**src/rtl/dispatch_demux_pkg.sv**
```systemverilog
// Shared constants for the decode-to-issue dispatch demux and the issue logic behind it.
// Lane indices name the execution-unit issue slots fed by each demux output.
package dispatch_demux_pkg;

  localparam int DD_DATA_W    = 32;
  localparam int DD_SEL_W     = 2;
  localparam int DD_MAX_PORTS = 4;
  localparam int DD_DEPTH     = 4;

  localparam logic [DD_SEL_W-1:0] LANE_ALU0 = 2'd0;
  localparam logic [DD_SEL_W-1:0] LANE_ALU1 = 2'd1;
  localparam logic [DD_SEL_W-1:0] LANE_LSU  = 2'd2;
  localparam logic [DD_SEL_W-1:0] LANE_BRU  = 2'd3;

  // A select code is routable only when it names a lane that is actually built.
  function automatic logic dd_sel_legal(input logic [DD_SEL_W-1:0] sel, input int num_ports);
    return int'(sel) < num_ports;
  endfunction

endpackage

```
**src/rtl/dispatch_demux_if.sv**
```systemverilog
// Upstream and per-lane downstream valid/ready bundle of the dispatch demux.
// The master side is decode plus the issue consumers; the slave side is the demux.
interface dispatch_demux_if
  import dispatch_demux_pkg::*;
#(
  parameter int DATA_W    = DD_DATA_W,
  parameter int NUM_PORTS = DD_MAX_PORTS,
  parameter int SEL_W     = DD_SEL_W
);

  logic                          in_valid;
  logic                          in_ready;
  logic [DATA_W-1:0]             in_data;
  logic [SEL_W-1:0]              in_select;
  logic [NUM_PORTS-1:0]          out_valid;
  logic [NUM_PORTS-1:0]          out_ready;
  logic [NUM_PORTS*DATA_W-1:0]   out_data;

  modport master (
    output in_valid, in_data, in_select, out_ready,
    input  in_ready, out_valid, out_data
  );

  modport slave (
    input  in_valid, in_data, in_select, out_ready,
    output in_ready, out_valid, out_data
  );

endinterface

```
**src/rtl/dispatch_demux_lane_fifo.sv**
```systemverilog
// One destination lane: a DEPTH-entry FIFO with extended pointers and a synchronous flush.
// The storage array is deliberately left out of reset; only the pointers define contents.
module dispatch_lane_fifo #(
  parameter int DATA_W = 32,
  parameter int DEPTH  = 4
) (
  input  logic              clk,
  input  logic              reset,
  input  logic              flush,
  input  logic              push,
  input  logic              pop,
  input  logic [DATA_W-1:0] wdata,
  output logic              full,
  output logic              empty,
  output logic [DATA_W-1:0] head
);

  localparam int AW = $clog2(DEPTH);

  logic [DATA_W-1:0] mem [DEPTH];
  logic [AW:0]       wptr;
  logic [AW:0]       rptr;
  logic              do_push;
  logic              do_pop;

  assign empty   = (wptr == rptr);
  assign full    = (wptr[AW] != rptr[AW]) && (wptr[AW-1:0] == rptr[AW-1:0]);
  assign do_push = push && !full && !flush;
  assign do_pop  = pop && !empty && !flush;
  assign head    = mem[rptr[AW-1:0]];

  // Flush discards everything queued by catching the read pointer up to the write pointer.
  always_ff @(posedge clk or posedge reset) begin
    if (reset) begin
      wptr <= '0;
      rptr <= '0;
    end else if (flush) begin
      rptr <= wptr;
    end else begin
      if (do_push) wptr <= wptr + 1'b1;
      if (do_pop)  rptr <= rptr + 1'b1;
    end
  end

  always_ff @(posedge clk) begin
    if (do_push) mem[wptr[AW-1:0]] <= wdata;
  end

endmodule

```
**src/rtl/dispatch_demux.sv**
```systemverilog
// Steers one decoded word to an issue-slot lane by select code, one FIFO per lane.
// Words with a select naming a lane that is not built are accepted and dropped.
module dispatch_demux
  import dispatch_demux_pkg::*;
#(
  parameter int DATA_W    = DD_DATA_W,
  parameter int NUM_PORTS = DD_MAX_PORTS,
  parameter int SEL_W     = DD_SEL_W,
  parameter int DEPTH     = DD_DEPTH
) (
  input  logic               clk,
  input  logic               reset,
  input  logic               flush,
  dispatch_demux_if.slave    bus,
  output logic               drop_err,
  output logic               idle
);

  logic [NUM_PORTS-1:0]        full;
  logic [NUM_PORTS-1:0]        empty;
  logic [NUM_PORTS-1:0]        push;
  logic [DATA_W-1:0]           head [NUM_PORTS];
  logic [NUM_PORTS*DATA_W-1:0] out_data_c;
  logic                        sel_legal;
  logic                        sel_full;
  logic                        accept;

  assign sel_legal = dd_sel_legal(bus.in_select, NUM_PORTS);

  // Ready looks only at the registered full flag, so a same-cycle pop never frees a slot early.
  always_comb begin
    sel_full = 1'b0;
    for (int i = 0; i < NUM_PORTS; i++) begin
      if (bus.in_select == SEL_W'(i)) sel_full = full[i];
    end
  end

  assign bus.in_ready = !flush && (!sel_legal || !sel_full);
  assign accept       = bus.in_valid && bus.in_ready;

  for (genvar g = 0; g < NUM_PORTS; g++) begin : g_lane
    assign push[g] = accept && sel_legal && (bus.in_select == SEL_W'(g));

    dispatch_lane_fifo #(
      .DATA_W (DATA_W),
      .DEPTH  (DEPTH)
    ) u_lane (
      .clk    (clk),
      .reset  (reset),
      .flush  (flush),
      .push   (push[g]),
      .pop    (bus.out_ready[g]),
      .wdata  (bus.in_data),
      .full   (full[g]),
      .empty  (empty[g]),
      .head   (head[g])
    );
  end

  always_comb begin
    out_data_c = '0;
    for (int i = 0; i < NUM_PORTS; i++) begin
      out_data_c[i*DATA_W +: DATA_W] = empty[i] ? '0 : head[i];
    end
  end

  assign bus.out_data  = out_data_c;
  assign bus.out_valid = ~empty;
  assign idle          = &empty;

  always_ff @(posedge clk or posedge reset) begin
    if (reset) drop_err <= 1'b0;
    else       drop_err <= accept && !sel_legal;
  end

endmodule

```
**src/flat_wrapper.sv**
```systemverilog
// flat-port wrapper written by rule: the top's interface ports become plain ports
module dispatch_demux_flat import dispatch_demux_pkg::*;
#(
  parameter int DATA_W    = DD_DATA_W,
  parameter int NUM_PORTS = DD_MAX_PORTS,
  parameter int SEL_W     = DD_SEL_W,
  parameter int DEPTH     = DD_DEPTH
)
  (clk, reset, flush, drop_err, idle, bus_in_valid, bus_in_data, bus_in_select, bus_out_ready, bus_in_ready, bus_out_valid, bus_out_data);
  dispatch_demux_if #(.DATA_W(DATA_W), .NUM_PORTS(NUM_PORTS), .SEL_W(SEL_W)) bus_i ();
  input  logic clk;
  input  logic reset;
  input  logic flush;
  output logic drop_err;
  output logic idle;
  input wire logic [$bits(bus_i.in_valid)-1:0] bus_in_valid;
  input wire logic [$bits(bus_i.in_data)-1:0] bus_in_data;
  input wire logic [$bits(bus_i.in_select)-1:0] bus_in_select;
  input wire logic [$bits(bus_i.out_ready)-1:0] bus_out_ready;
  output wire logic [$bits(bus_i.in_ready)-1:0] bus_in_ready;
  output wire logic [$bits(bus_i.out_valid)-1:0] bus_out_valid;
  output wire logic [$bits(bus_i.out_data)-1:0] bus_out_data;
  assign bus_i.in_valid = bus_in_valid;
  assign bus_i.in_data = bus_in_data;
  assign bus_i.in_select = bus_in_select;
  assign bus_i.out_ready = bus_out_ready;
  assign bus_in_ready = bus_i.in_ready;
  assign bus_out_valid = bus_i.out_valid;
  assign bus_out_data = bus_i.out_data;
  dispatch_demux #(.DATA_W(DATA_W), .NUM_PORTS(NUM_PORTS), .SEL_W(SEL_W), .DEPTH(DEPTH)) u_core (.clk(clk), .reset(reset), .flush(flush), .bus(bus_i), .drop_err(drop_err), .idle(idle));
endmodule
```
**config.mk**
```make
export PLATFORM = sky130hd
export DESIGN_NAME = dispatch_demux_flat
export DESIGN_NICKNAME = d
export VERILOG_FILES = /design/src/rtl/dispatch_demux_pkg.sv /design/src/rtl/dispatch_demux_if.sv /design/src/rtl/dispatch_demux_lane_fifo.sv /design/src/rtl/dispatch_demux.sv /design/src/flat_wrapper.sv
export SDC_FILE = /design/constraint.sdc
export NUM_CORES = 1
export LEC_CHECK = 0
export ABC_AREA = 0
export CAP_MARGIN = 40
export CORE_MARGIN = 4
export CORE_UTILIZATION = 65
export CTS_CLUSTER_SIZE = 28
export DETAILED_ROUTE_END_ITERATION = 10
export DONT_BUFFER_PORTS = 1
export PLACE_DENSITY = 0.81
export SLEW_MARGIN = 5
export SYNTH_ARGS = -nofsm -noshare
export SYNTH_HDL_FRONTEND = slang
export SYNTH_SLANG_ARGS = --single-unit
export TNS_END_PERCENT = 50
```
**constraint.sdc**
```tcl
create_clock -name clk -period 5.1 [get_ports clk]
set_input_delay 1.02 -clock clk [delete_from_list [all_inputs] [get_ports clk]]
set_output_delay 1.02 -clock clk [all_outputs]
set_load 0.1 [all_outputs]
```
* After elaboration in Yosys (flattened, before gate mapping)
Memory sizes are Yosys's and may differ from the RTL's. Cells that the tools add are included.
Storage, ports and cells: register bits 24, bits in latches 0, RAM bits 512, bits in read-only memories 0, bits of input ports 42, output and inout bits 135, word-level logic and storage cells 107, memories 4
Memory list:
- u_core.g_lane[0].u_lane.mem | depth 4, width 32, rd ports 1, clocked after Yosys merged registers in 0, wr ports 1, line dispatch_demux_lane_fifo.sv:20 | logic [DATA_W-1:0] mem [DEPTH];
- u_core.g_lane[1].u_lane.mem | depth 4, width 32, rd ports 1, clocked after Yosys merged registers in 0, wr ports 1, line dispatch_demux_lane_fifo.sv:20
- u_core.g_lane[2].u_lane.mem | depth 4, width 32, rd ports 1, clocked after Yosys merged registers in 0, wr ports 1, line dispatch_demux_lane_fifo.sv:20
- u_core.g_lane[3].u_lane.mem | depth 4, width 32, rd ports 1, clocked after Yosys merged registers in 0, wr ports 1, line dispatch_demux_lane_fifo.sv:20
Operators by class: $add $sub $neg 8, multiply operators 0, divide/modulo/power cells 0, $lt $le $gt $ge 0, equality and inequality tests 15, shifts and indexed selects 0, muxes and demuxes 24, bitwise logic cells 2, reduce and logical (&&, ||, !) cells 46
Operators by type and width (count):
- $mux W32 | 4
- $logic_and A1 B1 Y1 | 26
- $add A3 B1 Y3 const B | 8
- $mux W3 | 8
- $eq A3 B3 Y1 | 4
- $mux W1 | 12
- $logic_not A1 Y1 | 10
- $eq A2 B2 Y1 | 4
- $reduce_and A2 Y1 | 4
- $reduce_bool A2 Y1 | 4
- $eq A2 B2 Y1 const B | 2
- $ne A1 B1 Y1 | 4
- $not A4 Y4 | 1
- $reduce_and A4 Y1 | 1
- $eq A2 B1 Y1 const B | 1
- $logic_not A2 Y1 | 1
- $not A1 Y1 | 1

* Longest topological paths before layout
Gate-level depths: netlist (run 1).
word-level depth 14, mapped depth 5, gate-level depth less buffers 5

* By module
A second synthesis (run 1) with hierarchy kept.
Unflattened totals: cell total of the unflattened synthesis 1055, area, all modules 21600.7 um^2
Modules (own cells, without submodules):
- dispatch_lane_fifo | instances 4, cells each 225, area each 5159.9 um^2, seq. area each 3993.8 um^2
- dispatch_demux | instances 1, cells each 155, area each 960.9 um^2, seq. area each 0.0 um^2

* Worst setup path before layout (run 1)
OpenSTA, ideal clock, no wires.
path kind reg2out, from register u_core.g_lane[3].u_lane.rptr[1], to output port idle, arrival time 4554 ps, required time 4080 ps, setup slack -474 ps, stages on the path, launching flop included 6, path buffers 2, cell sequence dfrtp_1 buf_2 xnor2_2 nand3_1 clkbuf_1 nor4_1
Between the ends: word-level cells in the longest chain between the ends 2
RTL lines:
- from (decl) | line dispatch_demux_lane_fifo.sv:22 | logic [AW:0] rptr;
- from (signal assigned) | line dispatch_demux_lane_fifo.sv:38 | rptr <= wptr;
- from (signal assigned) | line dispatch_demux_lane_fifo.sv:41 | if (do_pop) rptr <= rptr + 1'b1;
- $eq A3 B3 Y1 | line dispatch_demux_lane_fifo.sv:26 | assign empty = (wptr == rptr);
- $reduce_and A4 Y1 | line dispatch_demux.sv:69 | assign idle = &empty;
- to (decl) | line flat_wrapper.sv:15 | output logic idle;
Every way passes these cells.

* Worst setup path after layout (run 1)
from register u_core.g_lane[1].u_lane.wptr[0], to output port bus_out_data[54]
Between the ends: word-level cells in the longest chain between the ends 2
RTL lines:
- from (decl) | line dispatch_demux_lane_fifo.sv:21 | logic [AW:0] wptr;
- from (signal assigned) | line dispatch_demux_lane_fifo.sv:40 | if (do_push) wptr <= wptr + 1'b1;
- $eq A3 B3 Y1 | line dispatch_demux_lane_fifo.sv:26
- $mux W32 | line dispatch_demux.sv:63 | out_data_c[i*DATA_W +: DATA_W] = empty[i] ? '0 : head[i];
- to (decl) | line flat_wrapper.sv:22 | output wire logic [$bits(bus_i.out_data)-1:0] bus_out_data;
Every way passes these cells.

==> results by group, run 1 <==
Status
  – Status: finished, final reports clean

GRT
  – Largest net degree at the start of global routing: 35
  – First-pass GRT wire length: 78.4 mm
  – Initial antenna violation count: 1
  – Global-route usage over all layers: 30.4%
  – Gr ovfl total: 0
  – Vias in the first global route: 11400

Timing
  – Hold Vio Cnt, Final: 0
  – Fin crit share: 80.9%
  – Worst-Margin Slew: 919 ps
  – Max-slew violations: 0
  – Final setup skew: 23.9 ps
  – Max Freq: 242 MHz
  – Setup tns final: 0 ps
  – Final min period: 4130 ps
  – Final setup vio count: 0
  – RSZ-0062 raised after global routing: false
  – Worst slew margin: 38.7%

Placement
  – Input/output buffers: 0
  – RD Place Congestion: 0.775
  – Post-DP HPWL: 29.7 mm

Clocking
  – H-tree depth: 2
  – CTS Hold Buffers Added: 0
  – Clk pin slew, worst setup/hold paths: 60 ps
  – Clock Root Buffer: clkbuf_16
  – Post-cts sizing count: 0
  – Number of post-CTS setup repair buffers: 0
  – Clk_lat worst skew: 570 ps
  – TritonCTS buffer count: 51
  – TritonCTS clock tree: built
  – Max Root-Sink Buffers: 3
  – CTS sink count: 536

Die
  – Num rows: 65
  – Initial Util: 66.2%
  – Placeable Area: 31800 um^2
  – Die Y: 188 um
  – Die area: 35300 um^2
  – Die width: 188 um
  – I/O pin cnt: 177

Route
  – Vias: 10700
  – DR WL/cell: 32.1 um
  – Final ANT Viol Nets: 0
  – Via density: 6.56
  – DRC: 0
  – TritonRoute pass-1 iters: 6
  – DRT iter0 DRCs: 1349
  – Total Wirelength: 52.3 mm

Finish
  – Antenna diodes: 0
  – Layout area overhead: 23.6%
  – # nets final: 1217
  – Layout cells sized above 1: 33.9%
  – # fillers: 1318

Synth
  – Synthesized area per cell: 21.3 um^2
  – Gate Count Post-Synth: 991
  – Seq/Total Area, Yosys: 75.8%
  – Post-Syn Area: 21100 um^2
  – Asr flop ratio synth: 4.48%
  – Seq cells post-synth: 536
  – Unique masters post-synth: 34
  – Post-Syn Nets: 1053
  – Ys Warns: 0
  – Primary FF master, synth: edfxtp_1
  – EDFF count, synth: 512

Min path
  – Min-Delay Path Class: in2async

Setup path
  – CP Data Required Time: 4080 ps
  – Levels on crit path: 5
  – R2R Setup Slk: 2830 ps
  – Setup crit end kind: output port
  – Crit start category: register
  – Worst setup path startpoint: u_core.g_lane[1].u_lane.wptr[0]
  – Worst Setup EP: bus_out_data[54]
  – Crit path kind: reg2out
  – Worst path arrival time: 3110 ps
  – CP max FO: 28
  – Max incr delay on CP: 760 ps
  – CP dominant cell by count: buf_4
  – Critical path's top delay family: simple AND/OR/NAND/NOR gates
  – R2R cell count: 4
  – Worst r2r dst: u_core.g_lane[2].u_lane.mem[1][17]
  – WP buf/inv: 2
  – FF-to-FF Start: u_core.g_lane[2].u_lane.wptr[0]
  – Worst path cell trace: xnor2_2 -> nand3_2 -> buf_4 -> and2_1 -> buf_4
  – Max stage delay cell, worst path: nand3_2

Flow run
  – Max_cap viols: 0
==> state kept, by name, indices dropped and copies added (netlist names) <==
signal / cells
u_core.g_lane.u_lane.mem: 512
u_core.g_lane.u_lane.rptr: 12
u_core.g_lane.u_lane.wptr: 12
==> worst min path at each step <==
stage	from	to	slack, ps	cells after the start
2_1_floorplan	u_core.g_lane[1].u_lane.wptr[2]	u_core.g_lane[1].u_lane.wptr[2]	520	1
3_3_place_gp	u_core.g_lane[1].u_lane.wptr[2]	u_core.g_lane[1].u_lane.wptr[2]	530	1
3_5_place_dp	u_core.g_lane[3].u_lane.wptr[2]	u_core.g_lane[3].u_lane.wptr[2]	550	1
4_1_cts	reset	u_core.g_lane[1].u_lane.wptr[0]	380	1
5_1_grt	reset	u_core.g_lane[1].u_lane.wptr[0]	410	1
6_report	reset	u_core.g_lane[3].u_lane.wptr[2]	380	1
==> layout by cell type, fill, tap and decap left out, drive strengths merged <==
cell type  count
ha            20
clkbuf        63
a22oi          4
a31oi         13
nand2b         4
edfxtp       512
nand3          6
inv           15
a21oi          5
o2111ai        1
nor4           1
mux4         128
bufinv         6
nand4          1
and2         144
conb           1
dfrtp         24
o31ai          1
xor2           8
buf          159
xnor2         24
nand4b         1
nand4bb        2
o21ai         12
or4b           1
clkinv        22
clkinvlp       2
nand2         16
==> per-layer routing <==
layer | share of wire [%] | track usage, % | vias up
met3 | 7.9 | 6.03 | 126
met1 | 36 | 40.4 | 5651
li1 | - | - | 4283
met5 | 0.025 | 0 | -
met4 | 3.9 | 10.5 | 2
met2 | 52 | 51.4 | 633
==> worst register-to-register path, cell delays in order (launching register included) <==
cell and delay, ps:
dfrtp_1 470, xnor2_2 220, a31oi_2 410, and2_2 610, buf_16 250
==> cell type report <==
class                           count  area, um^2  area share [%]
Tap cell                          435         544            2.09
Multi-Input combinational cell    393        4890            18.8
Sequential cell                   536       16000            61.4
Timing Repair Buffer              159        2880            11.0
Inverter                           14        52.6           0.202
Clock inverter                     31         312            1.20
Clock buffer                       63        1370            5.28
==> cell usage after synthesis, types with 4 or more instances <==
| library cell | number | area, um^2 |
|---|---|---|
| edfxtp_1 | 512 | 15400 |
| and2_1 | 140 | 876 |
| mux4_2 | 128 | 2880 |
| clkbuf_1 | 24 | 90.1 |
| dfrtp_1 | 24 | 601 |
| ha_1 | 20 | 250 |
| buf_2 | 18 | 90.1 |
| nand2_1 | 16 | 60.1 |
| xnor2_1 | 16 | 140 |
| inv_1 | 14 | 52.6 |
| o21ai_0 | 12 | 60.1 |
| a31oi_1 | 9 | 56.3 |
| xnor2_2 | 7 | 114 |
| xor2_1 | 7 | 61.3 |
| nand3_1 | 6 | 30.0 |
| a21oi_1 | 5 | 25.0 |
| a22oi_1 | 4 | 30.0 |
| nand2b_1 | 4 | 25.0 |
==> kinds of logic (layout without fill, tap and decap cells) <==
family / count (synthesis) / after routing / share of synthesized area (%)
flops: 536 / 536 / 75.8
simple gates: 176 / 176 / 5.13
mux: 128 / 128 / 13.7
buf+inv: 62 / 267 / 1.27
compound gates: 36 / 36 / 1.17
xor+xnor: 32 / 32 / 1.70
fa+ha+maj: 20 / 20 / 1.19
other cells: 1 / 1 / 0.0178
==> per-stage QoR <==
stage | area, um^2 | util, % | std cells | hold slack, ps | setup slack [ps]
floorplan | 21100 | - | 991 | 515 | 599
CTS | 26000 | 81.9 | 1631 | 379 | 973
detailed placement | 24300 | 76.6 | 1537 | 547 | 1610
finish | 26000 | 81.9 | 1631 | 383 | 972
global placement | 21800 | 68.5 | 1419 | 531 | 1600
global route | 26000 | 81.9 | 1631 | 406 | 880
Power of run 1 is left out: the tool's default activity adds up to more than one toggle a clock period on the data nets, which glitch-free logic cannot reach.
==> inputs of run 2 (changes only) <==
Settings changed: CORE_UTILIZATION 65 to 63, PLACE_DENSITY 0.81 to 0.79.
Clock period 5.1 ns to 4 ns, I/O delays scaled along.
==> run 2 against run 1 <==
Effect of this change:
- wire length down 10%
- die area up 3.0%
- largest cell class unchanged
- hold slack worse by 320 ps
- highest routed layer is now met4
- critical path depth unchanged
- final cell count up 0.31%
==> results by group, run 2 (same netlist as run 1, synthesis figures left out) <==
Finish
  – # fillers: 1726 (was 1318)
  – Layout area overhead: 16.4% (was 23.6%)
  – Antenna diodes: 0 (unchanged)
  – Commonest cells after routing, fill and taps aside: edfxtp_1 (512), buf_4 (149), mux4_2 (128), and2_1 (128), clkbuf_16 (52) (was edfxtp_1 (512), mux4_2 (128), and2_1 (128))
  – Layout cells sized above 1: 33.8% (was 33.9%)
  – Fin cells: 1636 (was 1631)
  – Commonest non-fill, non-tap cell in the layout: edfxtp_1 (unchanged)
  – Footprint of the multi-input gates: 4890 um^2 (about the same)
  – # nets final: 1221 (was 1217)
  – Max FFs per register: 512 (unchanged)
  – Register area: 16000 um^2 (unchanged)

GRT
  – Global-route usage over all layers: 26.4% (was 30.4%)
  – Vias in the first global route: 10700 (was 11400)
  – Gr ovfl total: 0 (unchanged)
  – First-pass GRT wire length: 70.2 mm (was 78.4 mm)
  – Initial antenna violation count: 1 (unchanged)
  – Largest net degree at the start of global routing: 35 (unchanged)

Timing
  – Max Freq: 269 MHz
  – Setup ws final: 279 ps (was 972 ps)
  – Max-slew violations: 0 (unchanged)
  – Worst-Margin Slew: 767 ps (was 919 ps)
  – Worst slew margin: 48.9% (was 38.7%)
  – Final setup skew: 18.2 ps (was 23.9 ps)
  – Final setup vio count: 0 (unchanged)
  – Hold Vio Cnt, Final: 0 (unchanged)
  – RSZ-0062 raised after global routing: false (unchanged)
  – Final min period: 3720 ps
  – Hold Worst Slack: 62.8 ps (was 383 ps)
  – Fin crit share: 93.0%

Route
  – DRT iter0 DRCs: 946 (was 1349)
  – DRC: 0 (unchanged)
  – TritonRoute pass-1 iters: 5 (was 6)
  – Via density: 6.39 (was 6.56)
  – DR WL/cell: 28.6 um (was 32.1 um)
  – Vias: 10500 (was 10700)
  – Total Wirelength: 46.9 mm (was 52.3 mm)
  – Final ANT Viol Nets: 0 (unchanged)

Clocking
  – Max Root-Sink Buffers: 3 (unchanged)
  – TritonCTS buffer count: 51 (unchanged)
  – H-tree depth: 2 (unchanged)
  – Clock Root Buffer: clkbuf_16 (unchanged)
  – CTS sink count: 536 (unchanged)
  – Number of post-CTS setup repair buffers: 0 (unchanged)
  – TritonCTS clock tree: built (unchanged)
  – Clk pin slew, worst setup/hold paths: 60 ps (about the same)
  – Clk_lat worst skew: 580 ps (was 570 ps)

Die
  – Die area: 36400 um^2 (was 35300 um^2)
  – I/O pin cnt: 177 (unchanged)
  – Die width: 191 um (was 188 um)
  – Num rows: 66 (was 65)
  – Die Y: 191 um (was 188 um)
  – Placeable Area: 32800 um^2 (was 31800 um^2)
  – Initial Util: 64.3% (was 66.2%)

Setup path
  – Crit path kind: reg2out (unchanged)
  – Crit start category: register (unchanged)
  – Worst path arrival time: 2920 ps (was 3110 ps)
  – CP Data Required Time: 3200 ps (was 4080 ps)
  – CP max FO: 26 (was 28)
  – Setup crit end kind: output port (unchanged)
  – R2R Setup Slk: 1470 ps (was 2830 ps)

Placement
  – Post-Place Setup Slack: 802 ps (was 1610 ps)
  – Input/output buffers: 0 (unchanged)
  – Placed cells: 1548 (was 1537)
  – Post-DP HPWL: 27.8 mm (was 29.7 mm)
  – RD Place Congestion: 0.790 (was 0.775)

Flow run
  – Max_cap viols: 0 (unchanged)

Min path
  – Min-Delay Path Class: in2async (unchanged)

Status
  – Status: finished, final reports clean (unchanged)
[run 2: cell count changes in the layout (fill, tap and decap cells not counted), moves of 2 or more]
| cell | before | now |
|---|---|---|
| buf_4 | 41 | 149 |
| buf_16 | 60 | 3 |
| buf_8 | 49 | 0 |
| clkinv_2 | 11 | 5 |
| clkinv_4 | 0 | 3 |
| buf_12 | 9 | 11 |
| clkbuf_1 | 9 | 11 |
| clkinv_1 | 11 | 9 |
| clkinvlp_4 | 2 | 0 |
[run 2: final timing paths]
path | from | to | cells after the start
worst min register to register | u_core.g_lane[1].u_lane.wptr[2] | u_core.g_lane[1].u_lane.wptr[2] | 1
worst max-delay path | u_core.g_lane[2].u_lane.wptr[0] | bus_out_data[88] | 5
min in group clk | bus_in_data[27] | u_core.g_lane[0].u_lane.mem[3][27] | 0
max in group asynchronous | reset | u_core.g_lane[0].u_lane.rptr[1] | 2
worst max register to register | u_core.g_lane[3].u_lane.rptr[0] | u_core.g_lane[3].u_lane.mem[2][14] | 4
worst min-delay path | reset | u_core.g_lane[1].u_lane.wptr[0] | 1
[run 2: what timing repair did]
action / CTS / global route
hold buffers: 0 / 0
resized for setup: 0 / 1
endpoints found under the setup margin: 0 / 1
[run 2: final cells by class]
cell class | count | share of cell area [%]
tap | 442 | 2.26
clock buffer | 64 | 5.53
sequential | 536 | 65.2
clock inverter | 24 | 1.06
inverter | 14 | 0.214
timing repair buffer | 163 | 5.80
multi-input combinational | 393 | 20.0
[run 2: through the flow]
step | utilization [%] | TNS (ps) | instance area, um^2
finish | 74.8 | 0 | 24500
detailed placement | 69.8 | 0 | 22900
global placement | 69.0 | 0 | 22600
global route | 74.8 | 0 | 24500
floorplan | - | -60.5 | 21100
CTS | 74.8 | 0 | 24500
[run 2: critical path, cell delays in order, from the launching register on]
cell     delay, ps
dfrtp_1        480
xnor2_2        290
nand3_2        610
buf_4          530
and2_1         210
buf_4          230
[run 2: layer usage]
metal | vias to the layer above | GRT usage [%] | wire length [um]
li1 | 4298 | - | -
met1 | 5531 | 36.3 | 17500
met2 | 555 | 44.6 | 24200
met3 | 75 | 5.29 | 4180
met4 | 0 | 6.27 | 1020
met5 | - | 0 | 0
Power of run 2 is left out for the same reason.
